==> src/rtl/ccu_layer_seq_if.sv <==
// ccu_layer_seq_if
// Configuration bus between the network configuration source and the CCU
// layer sequencer.
//
// Signals:
//   CFG_Val     config valid (master -> slave)
//   CFG_NumLay  layers in the network (LAY_W)
//   CFG_NumFrm  frames per layer (FRM_W)
//   CFG_NumPat  patches per frame (PAT_W)
//   CFG_Rdy     slave is idle and can take a configuration
//   CFG_Err     1-cycle pulse, configuration rejected (a count was zero)
//
// Modports: master drives the request, slave (the sequencer) answers.
interface ccu_layer_seq_if #(
  parameter int LAY_W = 6,
  parameter int FRM_W = 8,
  parameter int PAT_W = 8
);
  logic             CFG_Val;
  logic [LAY_W-1:0] CFG_NumLay;
  logic [FRM_W-1:0] CFG_NumFrm;
  logic [PAT_W-1:0] CFG_NumPat;
  logic             CFG_Rdy;
  logic             CFG_Err;

  modport master (
    output CFG_Val, CFG_NumLay, CFG_NumFrm, CFG_NumPat,
    input  CFG_Rdy, CFG_Err
  );

  modport slave (
    input  CFG_Val, CFG_NumLay, CFG_NumFrm, CFG_NumPat,
    output CFG_Rdy, CFG_Err
  );
endinterface

==> src/rtl/ccu_layer_seq.sv <==
// ccu_layer_seq
// Network / layer / frame / patch sequencer for the CCU compute phase.
// Latches a network configuration, waits for the global buffer at the start
// of each layer, issues one TOP_Sta pulse per patch and walks the
// patch/frame/layer indices, emitting layer-reset, frame-finish and
// network-done pulses.
//
// Optional feature: define LAYSEQ_WDT_EN to build a RUN-state watchdog.
// Without it no counter exists and Wdt_Err is tied low.
//
// Ports:
//   clk, rst_n      clock (rising edge), asynchronous active-low reset
//   cfg             configuration bus (slave side of ccu_layer_seq_if)
//   GBF_Val         global buffer holds the current layer
//   CTRLACT_FnhPat  1-cycle pulse: patch computation finished
//   TOP_Sta         1-cycle pulse: start one patch
//   Rst_Layer       1-cycle pulse: new layer begins
//   Fnh_Frm         1-cycle pulse: frame completed
//   Net_Done        1-cycle pulse: network completed
//   Cur_Lay/Frm/Pat current indices (registered)
//   Wdt_Err         sticky watchdog error
module ccu_layer_seq #(
  parameter int               LAY_W     = 6,
  parameter int               FRM_W     = 8,
  parameter int               PAT_W     = 8,
  parameter int               WDT_W     = 16,
  parameter logic [WDT_W-1:0] WDT_LIMIT = 16'hFFFF
) (
  input  logic             clk,
  input  logic             rst_n,
  ccu_layer_seq_if.slave   cfg,
  input  logic             GBF_Val,
  input  logic             CTRLACT_FnhPat,
  output logic             TOP_Sta,
  output logic             Rst_Layer,
  output logic             Fnh_Frm,
  output logic             Net_Done,
  output logic [LAY_W-1:0] Cur_Lay,
  output logic [FRM_W-1:0] Cur_Frm,
  output logic [PAT_W-1:0] Cur_Pat,
  output logic             Wdt_Err
);

  typedef enum logic [2:0] {
    S_IDLE    = 3'd0,
    S_WAITGBF = 3'd1,
    S_START   = 3'd2,
    S_RUN     = 3'd3,
    S_DONE    = 3'd4
  } state_t;

  state_t state, state_nxt;

  logic [LAY_W-1:0] num_lay, num_lay_d, lay_d;
  logic [FRM_W-1:0] num_frm, num_frm_d, frm_d;
  logic [PAT_W-1:0] num_pat, num_pat_d, pat_d;
  logic             rst_layer_d, fnh_frm_d, cfg_err_d, cfg_err_q;

  logic cfg_zero, cfg_acc, cfg_rej, fin;
  logic last_pat, last_frm, last_lay;
  logic wdt_trip;

  assign cfg_zero = (cfg.CFG_NumLay == '0) || (cfg.CFG_NumFrm == '0) ||
                    (cfg.CFG_NumPat == '0);
  assign cfg_acc  = (state == S_IDLE) && cfg.CFG_Val && !cfg_zero;
  assign cfg_rej  = (state == S_IDLE) && cfg.CFG_Val &&  cfg_zero;
  // Finish pulses outside RUN (including in START) are simply dropped.
  assign fin      = (state == S_RUN) && CTRLACT_FnhPat;

  assign last_pat = (Cur_Pat == num_pat - PAT_W'(1));
  assign last_frm = (Cur_Frm == num_frm - FRM_W'(1));
  assign last_lay = (Cur_Lay == num_lay - LAY_W'(1));

  assign cfg.CFG_Rdy = (state == S_IDLE);
  assign cfg.CFG_Err = cfg_err_q;

  // State register
  always_ff @(posedge clk or negedge rst_n) begin
    if (!rst_n) state <= S_IDLE;
    else        state <= state_nxt;
  end

  // Next-state logic
  always_comb begin
    state_nxt = state;
    unique case (state)
      S_IDLE:    if (cfg_acc) state_nxt = S_WAITGBF;
      S_WAITGBF: if (GBF_Val) state_nxt = S_START;
      S_START:   state_nxt = S_RUN;
      S_RUN: begin
        if (fin) begin
          if (!last_pat || !last_frm) state_nxt = S_START;
          else if (!last_lay)         state_nxt = S_WAITGBF;
          else                        state_nxt = S_DONE;
        end else if (wdt_trip) begin
          state_nxt = S_IDLE;
        end
      end
      S_DONE:    state_nxt = S_IDLE;
      default:   state_nxt = S_IDLE;
    endcase
  end

  // Output / datapath next values; registered below so every pulse and
  // index appears one cycle after the event that caused it.
  always_comb begin
    num_lay_d   = num_lay;
    num_frm_d   = num_frm;
    num_pat_d   = num_pat;
    lay_d       = Cur_Lay;
    frm_d       = Cur_Frm;
    pat_d       = Cur_Pat;
    rst_layer_d = 1'b0;
    fnh_frm_d   = 1'b0;
    cfg_err_d   = cfg_rej;
    if (cfg_acc) begin
      num_lay_d   = cfg.CFG_NumLay;
      num_frm_d   = cfg.CFG_NumFrm;
      num_pat_d   = cfg.CFG_NumPat;
      lay_d       = '0;
      frm_d       = '0;
      pat_d       = '0;
      rst_layer_d = 1'b1;
    end
    if (fin) begin
      if (!last_pat) begin
        pat_d = Cur_Pat + PAT_W'(1);
      end else if (!last_frm) begin
        pat_d     = '0;
        frm_d     = Cur_Frm + FRM_W'(1);
        fnh_frm_d = 1'b1;
      end else if (!last_lay) begin
        pat_d       = '0;
        frm_d       = '0;
        lay_d       = Cur_Lay + LAY_W'(1);
        fnh_frm_d   = 1'b1;
        rst_layer_d = 1'b1;
      end else begin
        // Final patch: indices keep their last values until the next config.
        fnh_frm_d = 1'b1;
      end
    end else if (wdt_trip) begin
      lay_d = '0;
      frm_d = '0;
      pat_d = '0;
    end
  end

  always_ff @(posedge clk or negedge rst_n) begin
    if (!rst_n) begin
      num_lay   <= '0;
      num_frm   <= '0;
      num_pat   <= '0;
      Cur_Lay   <= '0;
      Cur_Frm   <= '0;
      Cur_Pat   <= '0;
      TOP_Sta   <= 1'b0;
      Rst_Layer <= 1'b0;
      Fnh_Frm   <= 1'b0;
      Net_Done  <= 1'b0;
      cfg_err_q <= 1'b0;
    end else begin
      num_lay   <= num_lay_d;
      num_frm   <= num_frm_d;
      num_pat   <= num_pat_d;
      Cur_Lay   <= lay_d;
      Cur_Frm   <= frm_d;
      Cur_Pat   <= pat_d;
      // START and DONE each last one cycle, so these are exact pulses.
      TOP_Sta   <= (state_nxt == S_START);
      Rst_Layer <= rst_layer_d;
      Fnh_Frm   <= fnh_frm_d;
      Net_Done  <= (state_nxt == S_DONE);
      cfg_err_q <= cfg_err_d;
    end
  end

`ifdef LAYSEQ_WDT_EN
  logic [WDT_W-1:0] wdt_cnt;
  logic             wdt_err_q;

  // START always precedes RUN, so clearing in START zeroes the count on
  // the first RUN cycle. Trip when the count is about to reach the limit,
  // so the error appears exactly WDT_LIMIT cycles after RUN entry. A
  // finish in that same cycle takes priority.
  assign wdt_trip = (state == S_RUN) && !CTRLACT_FnhPat &&
                    (wdt_cnt == WDT_LIMIT - WDT_W'(1));

  always_ff @(posedge clk or negedge rst_n) begin
    if (!rst_n) begin
      wdt_cnt   <= '0;
      wdt_err_q <= 1'b0;
    end else begin
      if (state == S_START)    wdt_cnt <= '0;
      else if (state == S_RUN) wdt_cnt <= wdt_cnt + WDT_W'(1);
      if (cfg_acc)       wdt_err_q <= 1'b0;
      else if (wdt_trip) wdt_err_q <= 1'b1;
    end
  end

  assign Wdt_Err = wdt_err_q;
`else
  assign wdt_trip = 1'b0;
  assign Wdt_Err  = 1'b0;
`endif

endmodule

==> src/flat_wrapper.sv <==
// flat-port wrapper written by rule: the top's interface ports become plain ports
module ccu_layer_seq_flat 
#(
  parameter int               LAY_W     = 6,
  parameter int               FRM_W     = 8,
  parameter int               PAT_W     = 8,
  parameter int               WDT_W     = 16,
  parameter logic [WDT_W-1:0] WDT_LIMIT = 16'hFFFF
)
  (clk, rst_n, GBF_Val, CTRLACT_FnhPat, TOP_Sta, Rst_Layer, Fnh_Frm, Net_Done, Cur_Lay, Cur_Frm, Cur_Pat, Wdt_Err, cfg_CFG_Val, cfg_CFG_NumLay, cfg_CFG_NumFrm, cfg_CFG_NumPat, cfg_CFG_Rdy, cfg_CFG_Err);
  ccu_layer_seq_if #(.LAY_W(LAY_W), .FRM_W(FRM_W), .PAT_W(PAT_W)) cfg_i ();
  input  logic clk;
  input  logic rst_n;
  input  logic GBF_Val;
  input  logic CTRLACT_FnhPat;
  output logic TOP_Sta;
  output logic Rst_Layer;
  output logic Fnh_Frm;
  output logic Net_Done;
  output logic [LAY_W-1:0] Cur_Lay;
  output logic [FRM_W-1:0] Cur_Frm;
  output logic [PAT_W-1:0] Cur_Pat;
  output logic Wdt_Err;
  input wire logic [$bits(cfg_i.CFG_Val)-1:0] cfg_CFG_Val;
  input wire logic [$bits(cfg_i.CFG_NumLay)-1:0] cfg_CFG_NumLay;
  input wire logic [$bits(cfg_i.CFG_NumFrm)-1:0] cfg_CFG_NumFrm;
  input wire logic [$bits(cfg_i.CFG_NumPat)-1:0] cfg_CFG_NumPat;
  output wire logic [$bits(cfg_i.CFG_Rdy)-1:0] cfg_CFG_Rdy;
  output wire logic [$bits(cfg_i.CFG_Err)-1:0] cfg_CFG_Err;
  assign cfg_i.CFG_Val = cfg_CFG_Val;
  assign cfg_i.CFG_NumLay = cfg_CFG_NumLay;
  assign cfg_i.CFG_NumFrm = cfg_CFG_NumFrm;
  assign cfg_i.CFG_NumPat = cfg_CFG_NumPat;
  assign cfg_CFG_Rdy = cfg_i.CFG_Rdy;
  assign cfg_CFG_Err = cfg_i.CFG_Err;
  ccu_layer_seq #(.LAY_W(LAY_W), .FRM_W(FRM_W), .PAT_W(PAT_W), .WDT_W(WDT_W), .WDT_LIMIT(WDT_LIMIT)) u_core (.clk(clk), .rst_n(rst_n), .cfg(cfg_i), .GBF_Val(GBF_Val), .CTRLACT_FnhPat(CTRLACT_FnhPat), .TOP_Sta(TOP_Sta), .Rst_Layer(Rst_Layer), .Fnh_Frm(Fnh_Frm), .Net_Done(Net_Done), .Cur_Lay(Cur_Lay), .Cur_Frm(Cur_Frm), .Cur_Pat(Cur_Pat), .Wdt_Err(Wdt_Err));
endmodule
==> config.mk <==
export PLATFORM = sky130hd
export DESIGN_NAME = ccu_layer_seq_flat
export DESIGN_NICKNAME = d
export VERILOG_FILES = /design/src/rtl/ccu_layer_seq_if.sv /design/src/rtl/ccu_layer_seq.sv /design/src/flat_wrapper.sv
export SDC_FILE = /design/constraint.sdc
export NUM_CORES = 1
export LEC_CHECK = 0
export ABC_CLOCK_PERIOD_IN_PS = 5300
export BUFFER_PORTS_ARGS = -buffer_cell sky130_fd_sc_hd__buf_2
export CORE_MARGIN = 2
export CORE_UTILIZATION = 30
export CTS_CLUSTER_SIZE = 10
export DETAILED_ROUTE_END_ITERATION = 7
export SLEW_MARGIN = 20
export SYNTH_ARGS = -nofsm -noshare
export SYNTH_HDL_FRONTEND = slang
export SYNTH_SLANG_ARGS = --single-unit
==> constraint.sdc <==
create_clock -name clk -period 5.3 [get_ports clk]
set_input_delay 1.06 -clock clk [delete_from_list [all_inputs] [get_ports clk]]
set_output_delay 1.06 -clock clk [all_outputs]
set_load 0.02 [all_outputs]
==> metrics, run 1 <==
CORE AREA 10,200 um^2; crit start category flop; Worst-path clk slew 0.10 ns; area delta synth->final 15.6%; drt pass-1 iters 4; share of flip-flops with an asynchronous set or reset 1.00; htree depth 2; initial antenna violation count 0; post-synthesis sequential area ratio 0.419; pins over their slew limit 0; library cells used by synthesis 58; post-CTS setup buffers 0; # clock sinks 52; RSZ-0062 raised after global routing no; die area 11,200 um^2; Synth Cell Area 3110 um^2; multiplexer area fraction after synthesis 0.0717; first-iteration detailed-routing DRC count 175; Synth Register Bits 52; IO buf count 54; largest net degree at the start of global routing 53; Clk Latency, worst-skew pair 0.31 ns; vias in the first global route 2,464; remaining antenna violation count 0; CTS max path bufs 2; Crit. End Element flop; syn_nets 343; GPL Wtd Cong 0.805; status finished, final reports clean; Worst EP required 5.55 ns; Design Power 1.25 mW; Compound-Gate Fraction of Synth Area 0.157; post-route setup TNS 0 ns; IO Pins 56; min-delay worst type reg -> reg; Util after Layout 0.353; max_cap viols 0; Worst Max-Slew Pin Slew 0.856 ns; Initial Utilization 0.305; DP Wirelength 5.52 mm; leakage power 1.63 nW; CTS tree yes; clk_skew 0.00598 ns; XOR/XNOR share of the synthesized area 0.0874; design area 3590 um^2; clk root buf clkbuf_8; Slew Limit Headroom 0.429; num rows 37; Overall Global Routing Usage 0.137; final hold vios 0; Die Wd 106 um; number of enable flip-flop cells after synthesis 0; Final period util 0.530; post-synthesis adder-cell area fraction 0.0242; CTS-repair resized insts 0; minimum hold slack 0.552 ns; diodes inserted 0; total number of vias 2,521; Die Ht 106 um; Setup-failing EPs final 0; Routed wire per std cell 15.0 um; share of layout cells above drive strength 1 0.273; max frequency 0.356 GHz; Routed WL 7.47 mm; Post-Syn Area per Cell 10.0 um^2; Num CTS Buffers 5; Mapped Cells 310; grt ovf 0; placed inst area 3500 um^2; Final min period 2.81 ns; Worst Path Max Fanout 10; YS warnings 0; Via density 5.06; hold_buf cts 0; top_reg_cell synth dfrtp_1; CP arrival 3.06 ns; Pwr Density 348 nW/um^2; VDD IR-drop max 0.171 mV; first-pass GRT wire length 12.4 mm; nets 394; # DRC 0; simple logic cell fraction of the synthesized area 0.207; Crit Path Class reg -> reg; main combinational cell family by area after synthesis simple AND/OR/NAND/NOR gates; # fillers 1,086; commonest non-fill, non-tap cell in the layout buf_2; commonest non-fill, non-tap cells in the layout 54 x buf_2, 52 x dfrtp_1, 25 x xnor2_1
where the power goes:
part	leakage, nW	internal, mW	total, mW	switching [mW]
clock network	0.0485	0.0950	0.236	0.141
logic	0.915	0.210	0.443	0.233
registers	0.668	0.465	0.570	0.104
total	1.63	0.770	1.25	0.479
synth_stat cells, types with 4 or more instances:
cell       n  area [um^2]
ha_1       6         75.1
and3_1    11         68.8
a22o_1     6         52.6
nand3_1   11         55.1
nor2b_1    5         31.3
a31oi_1    7         43.8
nor4_1     6         37.5
nand2_1   22         82.6
dfrtp_1   52         1300
nor2_1     9         33.8
o21ai_0   12         60.1
inv_1     10         37.5
nand2b_1   9         56.3
xor2_1     6         52.6
or2_2      4         25.0
a21oi_1   19         95.1
xnor2_1   25          219
clkbuf_1   7         26.3
nor3_1     8         40.0
mux2_2    18          203
critical path, stage by stage (launching register included):
cell and delay [ns]:
dfrtp_1 0.41, inv_1 0.08, ha_1 0.22, or3b_2 0.50, nor4_1 0.24, a21oi_1 0.10
nor4_4 0.46, nand2_1 0.18, a31oi_2 0.35, mux2_2 0.21
path summary, 6_finish.rpt:
kind / end / cells past startpoint / slack (ns) / start
min in group asynchronous: u_core.Cur_Lay[5] / 2 / 0.84 / rst_n
setup / recovery: u_core.Cur_Frm[0] / 9 / 2.49 / u_core.num_frm[0]
setup reg to reg: u_core.Cur_Frm[0] / 9 / 2.49 / u_core.num_frm[0]
max in group asynchronous: u_core.Cur_Frm[5] / 2 / 3.97 / rst_n
hold / removal: u_core.num_lay[5] / 1 / 0.55 / u_core.num_lay[5]
hold reg to reg: u_core.num_lay[5] / 1 / 0.55 / u_core.num_lay[5]
cell type report:
| class | instances | area [um^2] | share of cell area |
|---|---|---|---|
| clock inverter | 3 | 22.5 | 0.00627 |
| sequential | 52 | 1300 | 0.362 |
| timing repair buffer | 56 | 285 | 0.0794 |
| clock buffer | 5 | 68.8 | 0.0192 |
| tap | 136 | 170 | 0.0474 |
| multi-input combinational | 236 | 1710 | 0.475 |
| inverter | 10 | 37.5 | 0.0104 |
cell families after synthesis:
kind of cell,Yosys count
AO/OA/AOI/OAI,71
XOR/XNOR,31
adder cells (fa/ha/maj),6
buffers and inverters,22
flip-flops,52
multiplexers,20
other,1
AND/OR/NAND/NOR,107
per-stage QoR:
step           instances  setup slack (ns)
2_1_floorplan        310              2.72
5_1_grt              498              2.29
4_1_cts              498              2.48
3_5_place_dp         490              2.33
3_3_place_gp         490              2.38
6_report             498              2.49
routing by layer:
| layer | part of all wire | track usage | vias to the layer above |
|---|---|---|---|
| li1 | - | - | 1235 |
| met1 | 0.49 | 0.193 | 1221 |
| met2 | 0.46 | 0.218 | 59 |
| met3 | 0.041 | 0.0229 | 6 |
| met4 | 0.010 | 0.0338 | 0 |
| met5 | 0 | 0 | - |
registers in the layout (all words and copies together) (netlist names), 3 cells and up:
| name | count |
|---|---|
| u_core.num_frm | 8 |
| u_core.num_pat | 8 |
| u_core.num_lay | 6 |
| u_core.Cur_Lay | 6 |
| u_core.Cur_Frm | 8 |
| u_core.state | 3 |
| u_core.Cur_Pat | 8 |
Power figures use the tool's default switching activity.
==> inputs of run 2 (changes only) <==
--- a/config.mk
+++ b/config.mk
@@ -5,7 +5,8 @@
 export SDC_FILE = /design/constraint.sdc
 export NUM_CORES = 1
 export LEC_CHECK = 0
-export ABC_CLOCK_PERIOD_IN_PS = 5300
+export ABC_AREA = 1
+export ABC_CLOCK_PERIOD_IN_PS = 2900
 export BUFFER_PORTS_ARGS = -buffer_cell sky130_fd_sc_hd__buf_2
 export CORE_MARGIN = 2
 export CORE_UTILIZATION = 30
==> constraint.sdc (replaced) <==
create_clock -name clk -period 2.9 [get_ports clk]
set_input_delay 0.58 -clock clk [delete_from_list [all_inputs] [get_ports clk]]
set_output_delay 0.58 -clock clk [all_outputs]
set_load 0.02 [all_outputs]
==> run 2 against run 1 <==
  * Hold slack worse by 0.38 ns
  * Synthesized cell count up 46%
  * First-iteration DRC count down 43%
  * Design area up 5.7%
  * Sequential power up 120%
  * Global-route usage down 0.29 points
  * Critical endpoint is now u_core.Cur_Frm[7]
  * Sequential share of layout area down 2.0 points
  * Core utilization up 0.081 points
  * Via count up 14%
  * Worst setup slack worse by 1.8 ns
  * Maximum frequency up 29%
  * Largest power group is now combinational logic
  * Register-to-register slack worse by 1.8 ns
==> metrics, run 2 <==
status finished, final reports clean; clk_skew 0.00969 ns; Setup-failing EPs final 0; Clk Latency, worst-skew pair 0.31 ns; IO Pins 56; Slew Limit Headroom 0.610; Via density 4.40; initial antenna violation count 0; nets 546; first-pass GRT wire length 12.6 mm; remaining antenna violation count 0; hold_buf cts 0; leakage power 2.15 nW; DP Wirelength 5.99 mm; Design Power 3.23 mW; syn_nets 487; Post-Syn Area per Cell 7.20 um^2; CORE AREA 10,700 um^2; switching share of power 0.459; post-CTS setup buffers 0; area delta synth->final 16.3%; Multi-input gate area 1640 um^2; simple logic cell fraction of the synthesized area 0.338; top_reg_cell synth dfrtp_1; Psw 1.48 mW; library cells used by synthesis 34; Worst Path Max Fanout 9; post-route setup TNS 0 ns; diodes inserted 0; Die Ht 108 um; vias in the first global route 2,766; Final min period 2.18 ns; total number of vias 2,871; CP top delay family simple AND/OR/NAND/NOR gates; max_cap viols 0; share of flip-flops with an asynchronous set or reset 1.00; Crit Path Class reg -> reg; Compound-Gate Fraction of Synth Area 0.0701; Pwr Density 850 nW/um^2; share of layout cells above drive strength 1 0.183; Mapped Cells 454; Bufs and invs on worst path 4; commonest non-fill, non-tap cell in the layout nand2_1; P_int 1.75 mW; CP arrival 2.42 ns; Overall Global Routing Usage 0.134; pins over their slew limit 0; first-iteration detailed-routing DRC count 100; GPL Wtd Cong 0.768; r2r setup slk 0.72 ns; final hold vios 0; Synth area leaders dfrtp_1 40%, nand2_1 14%, inv_1 8.6%; clock share of power 0.125; Die Wd 108 um; drt pass-1 iters 6; Worst Max-Slew Pin Slew 0.580 ns; Routed WL 7.39 mm; min-delay worst type in -> async; multiplexer area fraction after synthesis 0; Synth Register Bits 52; max frequency 0.458 GHz; clk root buf clkbuf_8; # clock sinks 52; # fillers 1,174; Worst-path clk slew 0.09 ns; crit start category flop; commonest non-fill, non-tap cells in the layout 124 x nand2_1, 75 x inv_1, 54 x buf_2; RSZ-0062 raised after global routing no; number of enable flip-flop cells after synthesis 0; Worst path slowest cell dfrtp_1; Routed wire per std cell 11.3 um; Synth Cell Area 3270 um^2; most common cell in the synthesized netlist nand2_1; Synth area leader dfrtp_1; Comb pwr share 0.481; largest net degree at the start of global routing 23; crit path cell chain inv_1 > ha_1 > inv_1 > nor2_1 > nand3_1 > inv_1 > nand2_1 > nand2_1 > nand2_1 > inv_1 > nand2_2 > nor2_8 > nand2_2 > nand2_2 > nand2_2 > o21ai_1; die area 11,700 um^2; Crit. End Element flop; top cell type's share of synthesized area 0.398; CTS-repair resized insts 0; Worst EP required 3.13 ns; Final period util 0.753; # DRC 0; Num CTS Buffers 5; slowest stage delay, CP 0.40 ns; Initial Utilization 0.304; main combinational cell family by area after synthesis simple AND/OR/NAND/NOR gates; Flop pwr share 0.395; grt ovf 0; Post-synth top cells 124 x nand2_1, 75 x inv_1, 52 x dfrtp_1, 43 x nor2_1, 34 x nand3_1; sequential cell area 1300 um^2; num rows 38; CTS tree yes; post-synthesis sequential area ratio 0.398; post-synthesis adder-cell area fraction 0.0230; Worst R2R Path Depth 16; VDD IR-drop max 0.285 mV; worst r2r dst u_core.Cur_Frm[7]; XOR/XNOR share of the synthesized area 0.0697; htree depth 2; IO buf count 54; worst r2r src u_core.num_frm[0]; CTS max path bufs 2; YS warnings 0
[run 2: routing by layer]
metal  global-route usage  up-vias  part of all wire
met4               0.0348        0            0.0099
met2                0.237       39              0.49
met1                0.167     1311              0.46
met5                    0        -                 0
li1                     -     1515                 -
met3               0.0259        6             0.032
[run 2: cell families (layout without fill, tap and decap cells)]
family	after synthesis	in the layout
other	1	1
xor gates and xnor gates	26	26
DFF	52	52
buffers and inverters	85	144
AOI/OAI and AO/OA	42	42
adders and majority gates	6	6
and+or+nand+nor	242	242
[run 2: per-stage QoR]
stage / utilization / std cells / cell area (um^2) / setup WS, ns / hold WS (ns)
after global routing: 0.354 / 653 / 3800 / 0.494 / 0.171
final: 0.354 / 653 / 3800 / 0.718 / 0.172
after CTS: 0.354 / 653 / 3800 / 0.682 / 0.172
after global placement: 0.346 / 646 / 3720 / 0.497 / 0.503
after floorplan: - / 454 / 3270 / 0.938 / 0.284
after detailed placement: 0.346 / 646 / 3720 / 0.504 / 0.506
[run 2: worst max-delay path by stage]
stage / depth (start not counted) / from / end / slack, ns
after floorplan: 7 / u_core.state[2] / u_core.Cur_Frm[6] / 0.94
after global placement: 9 / cfg_CFG_NumFrm[1] / u_core.TOP_Sta / 0.50
after detailed placement: 9 / cfg_CFG_NumFrm[1] / u_core.TOP_Sta / 0.50
after CTS: 16 / u_core.num_frm[0] / u_core.Cur_Frm[7] / 0.68
after global routing: 16 / u_core.num_frm[0] / u_core.Cur_Frm[7] / 0.49
final: 16 / u_core.num_frm[0] / u_core.Cur_Frm[7] / 0.72
[run 2: final cells by class]
cell class,instances,share of cell area
repair buffers,60,0.0830
clock inverters,1,0.00132
well taps,140,0.0461
inverters,77,0.0764
clock buffers,6,0.0191
multi-input cells,317,0.431
flip-flops and latches,52,0.343
[run 2: power by group through the flow]
stage,combinational [mW],sequential [mW],clock [mW]
2_1_floorplan,1.11,1.33,0
4_1_cts,1.57,1.28,0.421
3_5_place_dp,1.56,1.29,0
6_report,1.55,1.27,0.403
3_3_place_gp,1.52,1.29,0
5_1_grt,1.79,1.32,0.447
==> inputs of run 3 (changes only) <==
--- a/config.mk
+++ b/config.mk
@@ -6,7 +6,7 @@
 export NUM_CORES = 1
 export LEC_CHECK = 0
 export ABC_AREA = 1
-export ABC_CLOCK_PERIOD_IN_PS = 2900
+export ABC_CLOCK_PERIOD_IN_PS = 1850
 export BUFFER_PORTS_ARGS = -buffer_cell sky130_fd_sc_hd__buf_2
 export CORE_MARGIN = 2
 export CORE_UTILIZATION = 30
==> constraint.sdc (replaced) <==
create_clock -name clk -period 1.85 [get_ports clk]
set_input_delay 0.37 -clock clk [delete_from_list [all_inputs] [get_ports clk]]
set_output_delay 0.37 -clock clk [all_outputs]
set_load 0.02 [all_outputs]
==> run 3 against run 2 <==
  * The flow now finishes with violations (negative setup slack)
  * Core utilization is 4.8 points higher
  * Worst setup slack worse by 0.78 ns
  * Highest routed layer unchanged
  * Critical endpoint is now u_core.Cur_Lay[2]
  * Maximum frequency is 14% higher
  * Non-clock buffer count is 30 higher
  * Sequential power is 57% higher
==> metrics, run 3 (synthesis gave the netlist of run 2 again) <==
htree depth 2; # fillers 1,164; CP startpoint u_core.num_pat[1]; first-iteration detailed-routing DRC count 111; Initial Utilization 0.304; IO buf count 54; GPL Wtd Cong 0.855; min-delay worst type in -> async; CTS tree yes; clk_skew 0.0130 ns; total number of vias 3,080; die area 11,700 um^2; hold_buf cts 0; Worst EP required 2.06 ns; DR WL met2 3.96 mm; Final min period 1.91 ns; commonest non-fill, non-tap cell in the layout nand2_1; crit start category flop; initial antenna violation count 0; Crit. End Element flop; VDD IR-drop max 0.543 mV; met3 wire length 318 um; Die Wd 108 um; post-route setup TNS -0.954 ns; Overall Global Routing Usage 0.148; first-pass GRT wire length 13.8 mm; failing checks negative setup slack; Routed wire per std cell 12.1 um; CORE AREA 10,700 um^2; slowest stage delay, CP 0.40 ns; max frequency 0.523 GHz; status finished with violations; Worst Path Max Fanout 6; leakage power 2.36 nW; final hold vios 0; Setup-failing EPs final 26; CP arrival 2.12 ns; IO Pins 56; worst r2r src u_core.num_pat[1]; Routed WL 8.27 mm; nets 577; Crit Path Class reg -> reg; minimum hold slack 0.0251 ns; RSZ-0062 raised after global routing yes; CP top delay family simple AND/OR/NAND/NOR gates; Die Ht 108 um; commonest non-fill, non-tap cells in the layout 119 x nand2_1, 70 x inv_1, 54 x buf_2; Util after Layout 0.402; drt pass-1 iters 4; P_int 3.30 mW; crit path cell chain inv_2 > ha_4 > xor2_1 > nand2_1 > nor2_2 > nand2_1 > nor2_2 > nand2_4 > nor2_8 > nand3_4 > nand2_4 > o21ai_2; Worst path slowest cell dfrtp_1; pins over their slew limit 0; met1 WL 3.85 mm; Comb pwr share 0.530; Worst-path clk slew 0.11 ns; Bufs and invs on worst path 1; largest net degree at the start of global routing 53; share of layout cells above drive strength 1 0.299; Design Power 5.96 mW; clk root buf clkbuf_8; Psw 2.66 mW; diodes inserted 0; Num CTS Buffers 5; vias in the first global route 3,082; DR top layer met4; DP Wirelength 6.18 mm; switching share of power 0.446; Via density 4.50; CTS max path bufs 2; Pwr Density 1380 nW/um^2; Clk Latency, worst-skew pair 0.32 ns; area delta synth->final 32.2%; # clock sinks 52; dpl ws -0.158 ns; Flop pwr share 0.334; num rows 38; Final period util 1.03; remaining antenna violation count 0; # DRC 0; max_cap viols 0; grt ovf 0; Final WS setup -0.0613 ns; clock share of power 0.136
-- run 3: changes by cell type in the layout (fill, tap and decap cells not counted), sizes merged --
cell and change:
bufinv +1, clkbuf -1, nor2 +1, buf +30, clkinvlp +1
-- run 3: power by group through the flow --
stage               registers, mW  logic [mW]  clock network, mW
floorplan                    2.09        1.74                  0
global placement             1.97        2.73                  0
detailed placement           1.98        2.81                  0
CTS                          1.97        2.97              0.854
global route                 2.06        3.58              0.896
finish                       1.99        3.16              0.813
-- run 3: layer usage --
metal  GRT usage  vias to the layer above
met5           0                        -
met4      0.0449                        0
met3      0.0283                       13
met2       0.258                       57
met1       0.185                     1427
li1            -                     1583
-- run 3: worst paths after layout --
check	to	slack [ns]	depth (start not counted)
setup / recovery	u_core.Cur_Lay[2]	-0.06	12
hold / removal	u_core.num_frm[4]	0.03	2
setup reg to reg	u_core.Cur_Lay[2]	-0.06	12
hold reg to reg	u_core.num_pat[7]	0.52	2
max in group asynchronous	u_core.num_pat[0]	1.58	2
min in group clk	u_core.num_pat[4]	0.30	3
-- run 3: cell type report --
class                   count  area [um^2]  area share
repair buffers             90          613       0.142
flip-flops and latches     52         1300       0.301
clock buffers               5         68.8      0.0159
inverters                  77          297      0.0687
well taps                 140          175      0.0406
clock inverters             3         42.5     0.00985
multi-input cells         318         1820       0.422
-- run 3: repair_timing --
item | CTS | global route
gates resized for setup | 24 | 34
setup endpoints to repair | 27 | 29
cloned | 1 | 0
endpoints found under the hold margin | 0 | 0
buffers inserted | 2 | 6
pin swaps | 7 | 17
-- run 3: per-stage QoR --
stage / instances / instance area, um^2
final: 685 / 4320
after global routing: 685 / 4320
after CTS: 679 / 4140
after detailed placement: 668 / 3940
after global placement: 668 / 3940
after floorplan: 454 / 3270
